==> src/rtl/audio_dac_serializer_if.sv <==
// audio_dac_serializer_if
// Parallel sample push interface between the filter datapath (master) and the
// DAC serializer (slave).
//   write           : push request for one stereo pair
//   writedata_left  : left sample, two's complement
//   writedata_right : right sample, two's complement
//   write_ready     : serializer FIFO not full (registered); a push happens
//                     only when write && write_ready
interface audio_dac_serializer_if #(
    parameter int DATA_WIDTH = 24
);
    logic                  write;
    logic [DATA_WIDTH-1:0] writedata_left;
    logic [DATA_WIDTH-1:0] writedata_right;
    logic                  write_ready;

    modport master (
        output write,
        output writedata_left,
        output writedata_right,
        input  write_ready
    );

    modport slave (
        input  write,
        input  writedata_left,
        input  writedata_right,
        output write_ready
    );
endinterface

==> src/rtl/audio_dac_serializer.sv <==
// audio_dac_serializer
// Buffers stereo sample pairs in a small FIFO and shifts them out MSB-first,
// left-justified, on AUD_DACDAT, framed by the CODEC-mastered AUD_BCLK and
// AUD_DACLRCK (high = left channel).
//   CLOCK_50    : sole clock, rising edge
//   reset       : asynchronous, active-high
//   bus         : sample push interface (slave side)
//   AUD_BCLK    : CODEC bit clock, asynchronous
//   AUD_DACLRCK : CODEC frame clock, asynchronous
//   AUD_DACDAT  : serial data to CODEC
//   fifo_count  : pairs currently buffered
//   underflow   : sticky, a frame started with the FIFO empty
// Build option DAC_HOLD_LAST_EN: on underflow re-send the last popped pair
// instead of zeros.
module audio_dac_serializer #(
    parameter int DATA_WIDTH = 24,
    parameter int FIFO_DEPTH = 4
) (
    input  logic                        CLOCK_50,
    input  logic                        reset,
    audio_dac_serializer_if.slave       bus,
    input  logic                        AUD_BCLK,
    input  logic                        AUD_DACLRCK,
    output logic                        AUD_DACDAT,
    output logic [$clog2(FIFO_DEPTH):0] fifo_count,
    output logic                        underflow
);
    localparam int AW = $clog2(FIFO_DEPTH);
    localparam int CW = AW + 1;

    typedef enum logic [1:0] {WAIT_FRAME, LEFT, RIGHT} state_t;

    // ---------------------------------------------------------------- pin sync
    // [0],[1] form the synchronizer, [2] holds the previous synchronized level.
    logic [2:0] bclk_sync, lr_sync;
    logic       bclk_fall, lr_rise, lr_fall;

    // NOTE: sequential state uses non-blocking assignments so every flop samples
    // pre-edge values; the shift chains below rely on that.
    always_ff @(posedge CLOCK_50 or posedge reset) begin
        if (reset) begin
            bclk_sync <= '0;
            lr_sync   <= '0;
            bclk_fall <= 1'b0;
            lr_rise   <= 1'b0;
            lr_fall   <= 1'b0;
        end else begin
            bclk_sync <= {bclk_sync[1:0], AUD_BCLK};
            lr_sync   <= {lr_sync[1:0], AUD_DACLRCK};
            bclk_fall <= bclk_sync[2] & ~bclk_sync[1];
            lr_rise   <= lr_sync[1] & ~lr_sync[2];
            lr_fall   <= lr_sync[2] & ~lr_sync[1];
        end
    end

    // -------------------------------------------------------------------- FIFO
    logic [2*DATA_WIDTH-1:0] mem [FIFO_DEPTH];
    logic [AW-1:0]           wr_ptr, rd_ptr;
    logic [CW-1:0]           count, count_next;
    logic                    write_ready_q;
    logic                    push, pop, fifo_empty;
    logic [DATA_WIDTH-1:0]   head_left, head_right;

    assign fifo_empty     = (count == '0);
    // write_ready_q is the registered not-full flag, so a push into a full
    // FIFO is rejected even when a pop happens in the same cycle.
    assign push           = bus.write && write_ready_q;
    // No bypass: a pop only ever sees pairs pushed in earlier cycles.
    assign pop            = lr_rise && !fifo_empty;
    assign {head_left, head_right} = mem[rd_ptr];
    assign bus.write_ready = write_ready_q;
    assign fifo_count      = count;

    always_comb begin
        count_next = count;
        if (push && !pop)
            count_next = count + CW'(1);
        else if (pop && !push)
            count_next = count - CW'(1);
    end

    // NOTE: the sample storage has no reset; only slots between the pointers
    // are ever read, so stale contents are harmless.
    always_ff @(posedge CLOCK_50) begin
        if (push)
            mem[wr_ptr] <= {bus.writedata_left, bus.writedata_right};
    end

    // Pointers wrap on their own because the depth is a power of two.
    always_ff @(posedge CLOCK_50 or posedge reset) begin
        if (reset) begin
            wr_ptr        <= '0;
            rd_ptr        <= '0;
            count         <= '0;
            write_ready_q <= 1'b1;
        end else begin
            if (push)
                wr_ptr <= wr_ptr + AW'(1);
            if (pop)
                rd_ptr <= rd_ptr + AW'(1);
            count         <= count_next;
            write_ready_q <= (count_next != CW'(FIFO_DEPTH));
        end
    end

    // ------------------------------------------------------------- serializer
    state_t                state, state_next;
    logic [DATA_WIDTH-1:0] shift_reg, shift_next;
    logic [DATA_WIDTH-1:0] hold_left, hold_right, hold_left_next, hold_right_next;
    logic                  underflow_next;

    always_ff @(posedge CLOCK_50 or posedge reset) begin
        if (reset) begin
            state      <= WAIT_FRAME;
            shift_reg  <= '0;
            hold_left  <= '0;
            hold_right <= '0;
            underflow  <= 1'b0;
        end else begin
            state      <= state_next;
            shift_reg  <= shift_next;
            hold_left  <= hold_left_next;
            hold_right <= hold_right_next;
            underflow  <= underflow_next;
        end
    end

    // NOTE: every output of this block is defaulted first, so no path can
    // leave one unassigned and infer a latch.
    always_comb begin
        state_next      = state;
        shift_next      = shift_reg;
        hold_left_next  = hold_left;
        hold_right_next = hold_right;
        underflow_next  = underflow;

        if (lr_rise) begin
            // Frame start is the only pop point; an LR edge mid-word simply
            // truncates whatever is still in the shift register.
            state_next = LEFT;
            if (pop) begin
                hold_left_next  = head_left;
                hold_right_next = head_right;
            end else begin
                underflow_next = 1'b1;
`ifdef DAC_HOLD_LAST_EN
                hold_left_next  = hold_left;
                hold_right_next = hold_right;
`else
                hold_left_next  = '0;
                hold_right_next = '0;
`endif
            end
            shift_next = hold_left_next;
        end else if (state != WAIT_FRAME) begin
            if (lr_fall) begin
                state_next = RIGHT;
                shift_next = hold_right;
            end else if (bclk_fall) begin
                // Zero fill makes the line idle low once the word is out.
                shift_next = {shift_reg[DATA_WIDTH-2:0], 1'b0};
            end
        end
    end

    // The shift register is all-zero in WAIT_FRAME, so the line stays low there.
    assign AUD_DACDAT = shift_reg[DATA_WIDTH-1];

endmodule

==> src/flat_wrapper.sv <==
// flat-port wrapper written by rule: the top's interface ports become plain ports
module audio_dac_serializer_flat 
#(
    parameter int DATA_WIDTH = 24,
    parameter int FIFO_DEPTH = 4
)
  (CLOCK_50, reset, AUD_BCLK, AUD_DACLRCK, AUD_DACDAT, fifo_count, underflow, bus_write, bus_writedata_left, bus_writedata_right, bus_write_ready);
  audio_dac_serializer_if #(.DATA_WIDTH(DATA_WIDTH)) bus_i ();
  input  logic CLOCK_50;
  input  logic reset;
  input  logic AUD_BCLK;
  input  logic AUD_DACLRCK;
  output logic AUD_DACDAT;
  output logic [$clog2(FIFO_DEPTH):0] fifo_count;
  output logic underflow;
  input wire logic [$bits(bus_i.write)-1:0] bus_write;
  input wire logic [$bits(bus_i.writedata_left)-1:0] bus_writedata_left;
  input wire logic [$bits(bus_i.writedata_right)-1:0] bus_writedata_right;
  output wire logic [$bits(bus_i.write_ready)-1:0] bus_write_ready;
  assign bus_i.write = bus_write;
  assign bus_i.writedata_left = bus_writedata_left;
  assign bus_i.writedata_right = bus_writedata_right;
  assign bus_write_ready = bus_i.write_ready;
  audio_dac_serializer #(.DATA_WIDTH(DATA_WIDTH), .FIFO_DEPTH(FIFO_DEPTH)) u_core (.CLOCK_50(CLOCK_50), .reset(reset), .bus(bus_i), .AUD_BCLK(AUD_BCLK), .AUD_DACLRCK(AUD_DACLRCK), .AUD_DACDAT(AUD_DACDAT), .fifo_count(fifo_count), .underflow(underflow));
endmodule
==> config.mk <==
export PLATFORM = sky130hd
export DESIGN_NAME = audio_dac_serializer_flat
export DESIGN_NICKNAME = d
export VERILOG_FILES = /design/src/rtl/audio_dac_serializer_if.sv /design/src/rtl/audio_dac_serializer.sv /design/src/flat_wrapper.sv
export SDC_FILE = /design/constraint.sdc
export NUM_CORES = 1
export LEC_CHECK = 0
export BUFFER_PORTS_ARGS = -buffer_cell sky130_fd_sc_hd__buf_2
export CELL_PAD_IN_SITES_DETAIL_PLACEMENT = 1
export CELL_PAD_IN_SITES_GLOBAL_PLACEMENT = 2
export CORE_MARGIN = 2
export CORE_UTILIZATION = 46
export DETAILED_ROUTE_END_ITERATION = 8
export HOLD_SLACK_MARGIN = 0.15
export PLACE_DENSITY = 0.82
export SLEW_MARGIN = 20
export SYNTH_ARGS = -nofsm -noshare
export SYNTH_HDL_FRONTEND = slang
export SYNTH_SLANG_ARGS = --single-unit
==> constraint.sdc <==
create_clock -name CLOCK_50 -period 3.15 [get_ports CLOCK_50]
set_input_delay 0.63 -clock CLOCK_50 [delete_from_list [all_inputs] [get_ports CLOCK_50]]
set_output_delay 0.63 -clock CLOCK_50 [all_outputs]
set_load 0.01 [all_outputs]
==> results of run 1 <==
## synthesized netlist by cell type (2+ instances only)
cell type    n  area (um^2)
a21oi_2      2         17.5
buf_2       12         60.1
nor2_1      48          180
nand2_1     28          105
clkbuf_1     9         33.8
ha_1         7         87.6
xnor2_1      6         52.6
inv_1       31          116
mux4_2      48         1080
buf_6        3         33.8
buf_4        3         22.5
a21oi_1     47          235
o21ai_1     10         50.1
and3_1       4         25.0
edfxtp_1   192         5770
buf_12       3         60.1
mux2i_1     23          230
nor2b_1      3         18.8
dfrtp_1     67         1680
o21ai_0     14         70.1
## power by group through the flow
stage,sequential (mW),clock [mW],combinational (mW)
6_report,5.06,3.28,2.38
5_1_grt,5.16,3.48,2.64
4_1_cts,5.08,3.36,2.43
3_5_place_dp,5.13,0,2.41
3_3_place_gp,5.06,0,2.32
2_1_floorplan,4.85,0,1.94
## per-stage QoR
| step | cell area (um^2) | hold WS [ns] | utilization (%) |
|---|---|---|---|
| 6_report | 11600 | 0.214 | 53.6 |
| 5_1_grt | 11600 | 0.198 | 53.6 |
| 4_1_cts | 11600 | 0.194 | 53.6 |
| 3_5_place_dp | 10700 | 0.341 | 49.2 |
| 3_3_place_gp | 10700 | 0.334 | 49.2 |
| 2_1_floorplan | 10100 | 0.331 | - |
## worst min-delay path by stage
stage / startpoint / to / slack [ns] / cells past startpoint
3_5_place_dp: u_core.lr_sync[0] / u_core.lr_sync[1] / 0.34 / 0
6_report: AUD_DACLRCK / u_core.lr_sync[0] / 0.21 / 1
2_1_floorplan: u_core.bclk_sync[0] / u_core.bclk_sync[1] / 0.33 / 0
4_1_cts: AUD_DACLRCK / u_core.lr_sync[0] / 0.19 / 1
5_1_grt: AUD_DACLRCK / u_core.lr_sync[0] / 0.20 / 1
3_3_place_gp: u_core.bclk_sync[0] / u_core.bclk_sync[1] / 0.33 / 0
## cells in the final DEF, fill, tap and decap left out, types with 2 or more instances in the layout
master     count
a21oi_1       47
nor2b_1        3
mux2i_1       23
inv_1         30
nand2_1       28
clkinv_2       2
and3_2         4
clkbuf_16     30
nor2_1        48
xnor2_1        6
bufinv_16      2
a21oi_2        2
o21ai_0       14
ha_1           7
dfrtp_1       65
clkbuf_8       5
clkbuf_1      12
o21ai_1       10
edfxtp_1     192
mux4_2        48
buf_2         58
buf_4         19
## critical path, cell delays in order, from the launching register on
cell and delay [ns]:
dfrtp_1 0.43, inv_1 0.09, ha_1 0.23, nand2b_4 0.10, and2_4 0.55, xnor2_1 0.17, or3b_1 0.40
## repair_timing
| action | CTS | global route |
|---|---|---|
| hold buffers | 1 | 0 |
| hold endpoints to repair | 17 | 0 |
| setup endpoints to repair | 0 | 0 |
## area by class of cell
class / count / area (um^2)
sequential: 260 / 7470
fill: 2010 / 10100
clock inverter: 5 / 76.3
timing repair buffer: 79 / 463
clock buffer: 47 / 865
tap: 280 / 350
multi-input combinational: 255 / 2280
inverter: 31 / 116
## cells by family after synthesis
family | count (synthesis)
muxes | 72
and+or+nand+nor | 90
buffers and inverters | 62
adders and majority gates | 7
DFF | 260
AOI/OAI and AO/OA | 80
xor gates and xnor gates | 6
## per-layer routing
layer / vias to the layer above / routed length [um] / GRT usage [%] / share of wire [%]
met1: 2689 / 9490 / 25.7 / 46
met2: 86 / 10300 / 30.7 / 49
li1: 2313 / - / - / -
met3: 30 / 725 / 2.99 / 3.5
met4: 0 / 320 / 4.41 / 1.5
met5: - / 0 / 0 / 0
==> results.yml, run 1 <==
run_status:
  outcome: "finished, final reports clean"
worst_setup_path:
  r2r_cells: 6
  worst-setup-path-type: "register to register"
  startpoint_type: "register"
  startpoint: "u_core.fifo_count[1]"
  rr_startpoint: "u_core.fifo_count[1]"
  crit_arrival_ns: 2.50
  worstReg2RegEnd: "u_core.bus.write_ready"
  cp-endpoint: "u_core.bus.write_ready"
  required_ns: 3.59
  end_kind: "register"
  rrSetupSlack_ns: 1.10
  worst-path-max-fanout: 51
clock_network:
  cts_max_path_buffers: 3
  cts_tree: "done"
  cts_max_level: 1
  cts-buffers-inserted: 28
  path_clk_slew_ns: 0.06
  clock_latency_ns: 0.54
  root_buffer: "clkbuf_16"
  cts_resized: 0
  cts_setup_buffers: 0
  cts.sinks: 260
placement:
  gp_congestion: 0.704
  dp_cells: 904
  hpwl_um: 13000
  io_buffers: 58
  dp_slack_ns: 1.03
logic_synthesis:
  postSynthAreaPerCell_um2: 17.5
  synth_compound_area_share_pct: 4.22
  synth-simple-area-share_pct: 3.86
  synth_xor_area_share_pct: 0.522
  netlist_instances: 577
  synth_cell_types: 37
  muxShareOfSynthArea_pct: 13.1
  yosysSeqAreaShare_pct: 74.1
  synth_top_flop_cell: "edfxtp_1"
  synthAdderAreaFrac_pct: 0.869
  synth-edff-count: 192
  synth_seq_cells: 260
  yosys_warnings: 0
  synthArstFlopShare_pct: 26.2
  netlist_area_um2: 10100
  synth_top_family_by_area: "multiplexers"
  synth_nets: 637
power:
  cellInternalPower_mw: 7.72
  p_sw_mw: 3.01
  p_per_area_nw_per_um2: 922
  pwr-share-seq_pct: 47.2
  comb_power_share_pct: 22.2
  p_leak_nw: 4.25
  ir_worst_vdd_mv: 0.512
  power.total_mw: 10.7
  sw_frac_of_total_pct: 28.0
  p_clk_share_pct: 30.6
cells_and_area:
  area_growth_pct: 15.4
  drive_gt1_share_pct: 26.7
  instances_no_fill: 957
  largest_reg_flops: 192
  antenna_cells: 0
  fin_nets: 715
detailed_routing:
  finalWirelength_um: 20800
  vias_per_cell: 5.35
  firstDrtPassIters: 4
  drc_errors: 0
  vias: 5118
  routedWlPerCell_um: 21.8
  antenna_left: 0
  dr.first_iter.drc_count: 269
sta:
  drv_slew: 0
  fin_setup_tns_ns: 0
  skew_ns: 0.0155
  grt_setup_unrepaired: "false"
  fin_crit_sh_pct: 65.2
  slew_headroom_pct: 56.7
  setup_viol: 0
  fin_crit_ns: 2.05
  hold_viol: 0
  tightest_slew_ns: 0.649
  fmax_mhz: 487
  fin_ws_ns: 1.10
floorplan:
  die_h_um: 152
  die_width_um: 152
  coreArea_um2: 21700
  fp-row-count: 54
  initial_core_util_pct: 46.5
  die-area_um2: 23100
  ioPinCount: 59
grt:
  grt_pass1_vias: 5878
  grt_first_pass_wirelength_um: 33200
  grt.overflow.total: 0
  grt_max_degree: 53
  grtUsageTotal_pct: 18.4
  antenna_found_initial: 0
run:
  maxCapViolations: 0
min_path:
  min_path_type: "input pin to register"
Power figures use the tool's default switching activity.
==> run 2, diff against run 1 <==
CORE_UTILIZATION = 41   (was 46)
PLACE_DENSITY = 0.78   (was 0.82)
clock period = 1.7 ns   (was 3.15 ns; I/O delays follow)
==> run 2 against run 1 <==
  * Design area increased by 7.4%
  * Combinational power increased by 120%
  * Critical path type unchanged
  * Sequential power increased by 81%
  * Maximum frequency increased by 25%
  * Clock power increased by 91%
  * Critical endpoint unchanged
  * Global-route usage decreased by 1.2 points
  * Highest routed layer unchanged
  * Register-to-register slack got worse by 1.0 ns
==> results.yml, run 2 (synthesis gave the netlist of run 1 again) <==
worst_setup_path:
  cp_slowest_stage_delay_ns: 0.40
  r2r_cells: 7
  startpoint_type: "register"
  worst-path-max-fanout: 4
  cp_slowest_cell: "dfrtp_1"
  worst-setup-path-type: "register to register"
  rrSetupSlack_ns: 0.05
  required_ns: 2.16
  crit_arrival_ns: 2.10
  end_kind: "register"
  rr_startpoint: "u_core.fifo_count[0]"
  cp_cell_sequence: "inv_2 > ha_4 > nand2b_4 > a21oi_4 > o2bb2ai_2 > xnor2_2 > or3b_1"
  worstReg2RegEnd: "u_core.bus.write_ready"
detailed_routing:
  antenna_left: 0
  firstDrtPassIters: 4
  finalWirelength_um: 21600
  vias: 5440
  drc_errors: 0
  routedWlPerCell_um: 20.4
  dr.first_iter.drc_count: 309
  vias_per_cell: 5.13
cells_and_area:
  drive_gt1_share_pct: 27.5
  fin_area_um2: 12500
  area_growth_pct: 23.9
  mostFrequentLayoutCell: "edfxtp_1"
  layout_common_cells: "edfxtp_1, dfrtp_1, buf_2"
  largest_reg_flops: 192
  antenna_cells: 0
  final_util_pct: 51.5
  fin_nets: 775
  n_fill_cell: 2312
power:
  ir_worst_vdd_mv: 0.720
  p_leak_nw: 4.58
  power.total_mw: 20.7
  p_per_area_nw_per_um2: 1660
min_path:
  hold_path_end: "u_core.wr_ptr[0]"
  hold_path.startpoint: "bus_write"
  min_path_type: "input pin to register"
  hold-path-cell-count: 3
grt:
  grt_pass1_vias: 6188
  grt_max_degree: 43
  antenna_found_initial: 0
  grt_first_pass_wirelength_um: 34800
  grt.overflow.total: 0
  grtUsageTotal_pct: 17.2
sta:
  drv_slew: 0
  hold_viol: 0
  fmax_mhz: 607
  setup_viol: 0
  fin_ws_ns: 0.0527
  slew_headroom_pct: 77.7
  tightest_slew_ns: 0.331
  fin_crit_ns: 1.65
  fin_crit_sh_pct: 96.9
  skew_ns: 0.0111
  timing.hold.ws_ns: 0.217
  grt_setup_unrepaired: "true"
run_status:
  outcome: "finished, final reports clean"
floorplan:
  ioPinCount: 59
  die_h_um: 161
  coreArea_um2: 24200
  die-area_um2: 25800
  initial_core_util_pct: 41.6
  fp-row-count: 57
  die_width_um: 161
placement:
  placed_cell_area_um2: 10900
  gp_congestion: 0.760
  io_buffers: 58
  dp_slack_ns: -0.0693
  hpwl_um: 12800
clock_network:
  cts-buffers-inserted: 28
  path_clk_slew_ns: 0.06
  clock_latency_ns: 0.53
  cts.sinks: 260
  cts_max_path_buffers: 3
  cts_max_level: 1
  root_buffer: "clkbuf_16"
  cts_tree: "done"
run:
  maxCapViolations: 0
run 2: cell count changes in the layout (fill, tap and decap cells not counted), moves of 5 or more:
cell	change
clkinv_2	+5
dlygate4sd3_1	+50
buf_12	+10
clkbuf_1	-7
run 2: worst max path at each step:
stage,from,end,depth (start not counted)
after CTS,u_core.fifo_count[0],u_core.bus.write_ready,7
after global routing,u_core.fifo_count[0],u_core.bus.write_ready,7
after floorplan,u_core.wr_ptr[0],u_core.mem[0][0],3
after global placement,u_core.fifo_count[0],u_core.bus.write_ready,7
after detailed placement,u_core.fifo_count[0],u_core.bus.write_ready,7
final,u_core.fifo_count[0],u_core.bus.write_ready,7
run 2: critical path: cells and delay by family (launching register included):
family | cells | cell delay (ns)
AOI/OAI and AO/OA | 2 | 0.31
xor gates and xnor gates | 1 | 0.15
adders and majority gates | 1 | 0.16
and+or+nand+nor | 2 | 0.44
DFF | 1 | 0.40
buffers and inverters | 1 | 0.10
run 2: layer usage:
| metal | vias up | part of all wire, % | track usage, % |
|---|---|---|---|
| met5 | - | 0 | 0 |
| met4 | 0 | 3.1 | 5.88 |
| met3 | 48 | 3.7 | 2.43 |
| met2 | 111 | 48 | 28.5 |
| met1 | 2848 | 45 | 23.7 |
| li1 | 2433 | - | - |
run 2: final cells by class:
type / count / area, um^2 / area share, %
Clock inverter: 15 / 181 / 1.45
Timing Repair Buffer: 139 / 1200 / 9.62
Sequential cell: 260 / 7470 / 59.9
Multi-Input combinational cell: 255 / 2320 / 18.6
Tap cell: 324 / 405 / 3.25
Inverter: 31 / 120 / 0.962
Clock buffer: 37 / 786 / 6.29
run 2: per-stage QoR:
step	setup TNS, ns	instances
global route	-0.0181	1061
finish	0	1061
global placement	0	955
floorplan	-0.170	577
detailed placement	-0.0693	955
CTS	0	1059
run 2: what timing repair did:
action                                  in CTS  in global routing
pin swaps                                    1                  1
buffers inserted                             1                  1
cloned                                       0                  1
endpoints found under the setup margin       1                  6
hold buffers                                51                  0
hold endpoints to repair                   262                  0
gates resized for setup                      3                  5
run 2: power by group:
part	total, mW	internal, mW	leakage [nW]	switching [mW]
sequential	9.15	8.44	2.56	0.713
combinational	5.29	2.59	1.54	2.70
clock	6.28	3.86	0.478	2.43
total	20.7	14.9	4.58	5.84
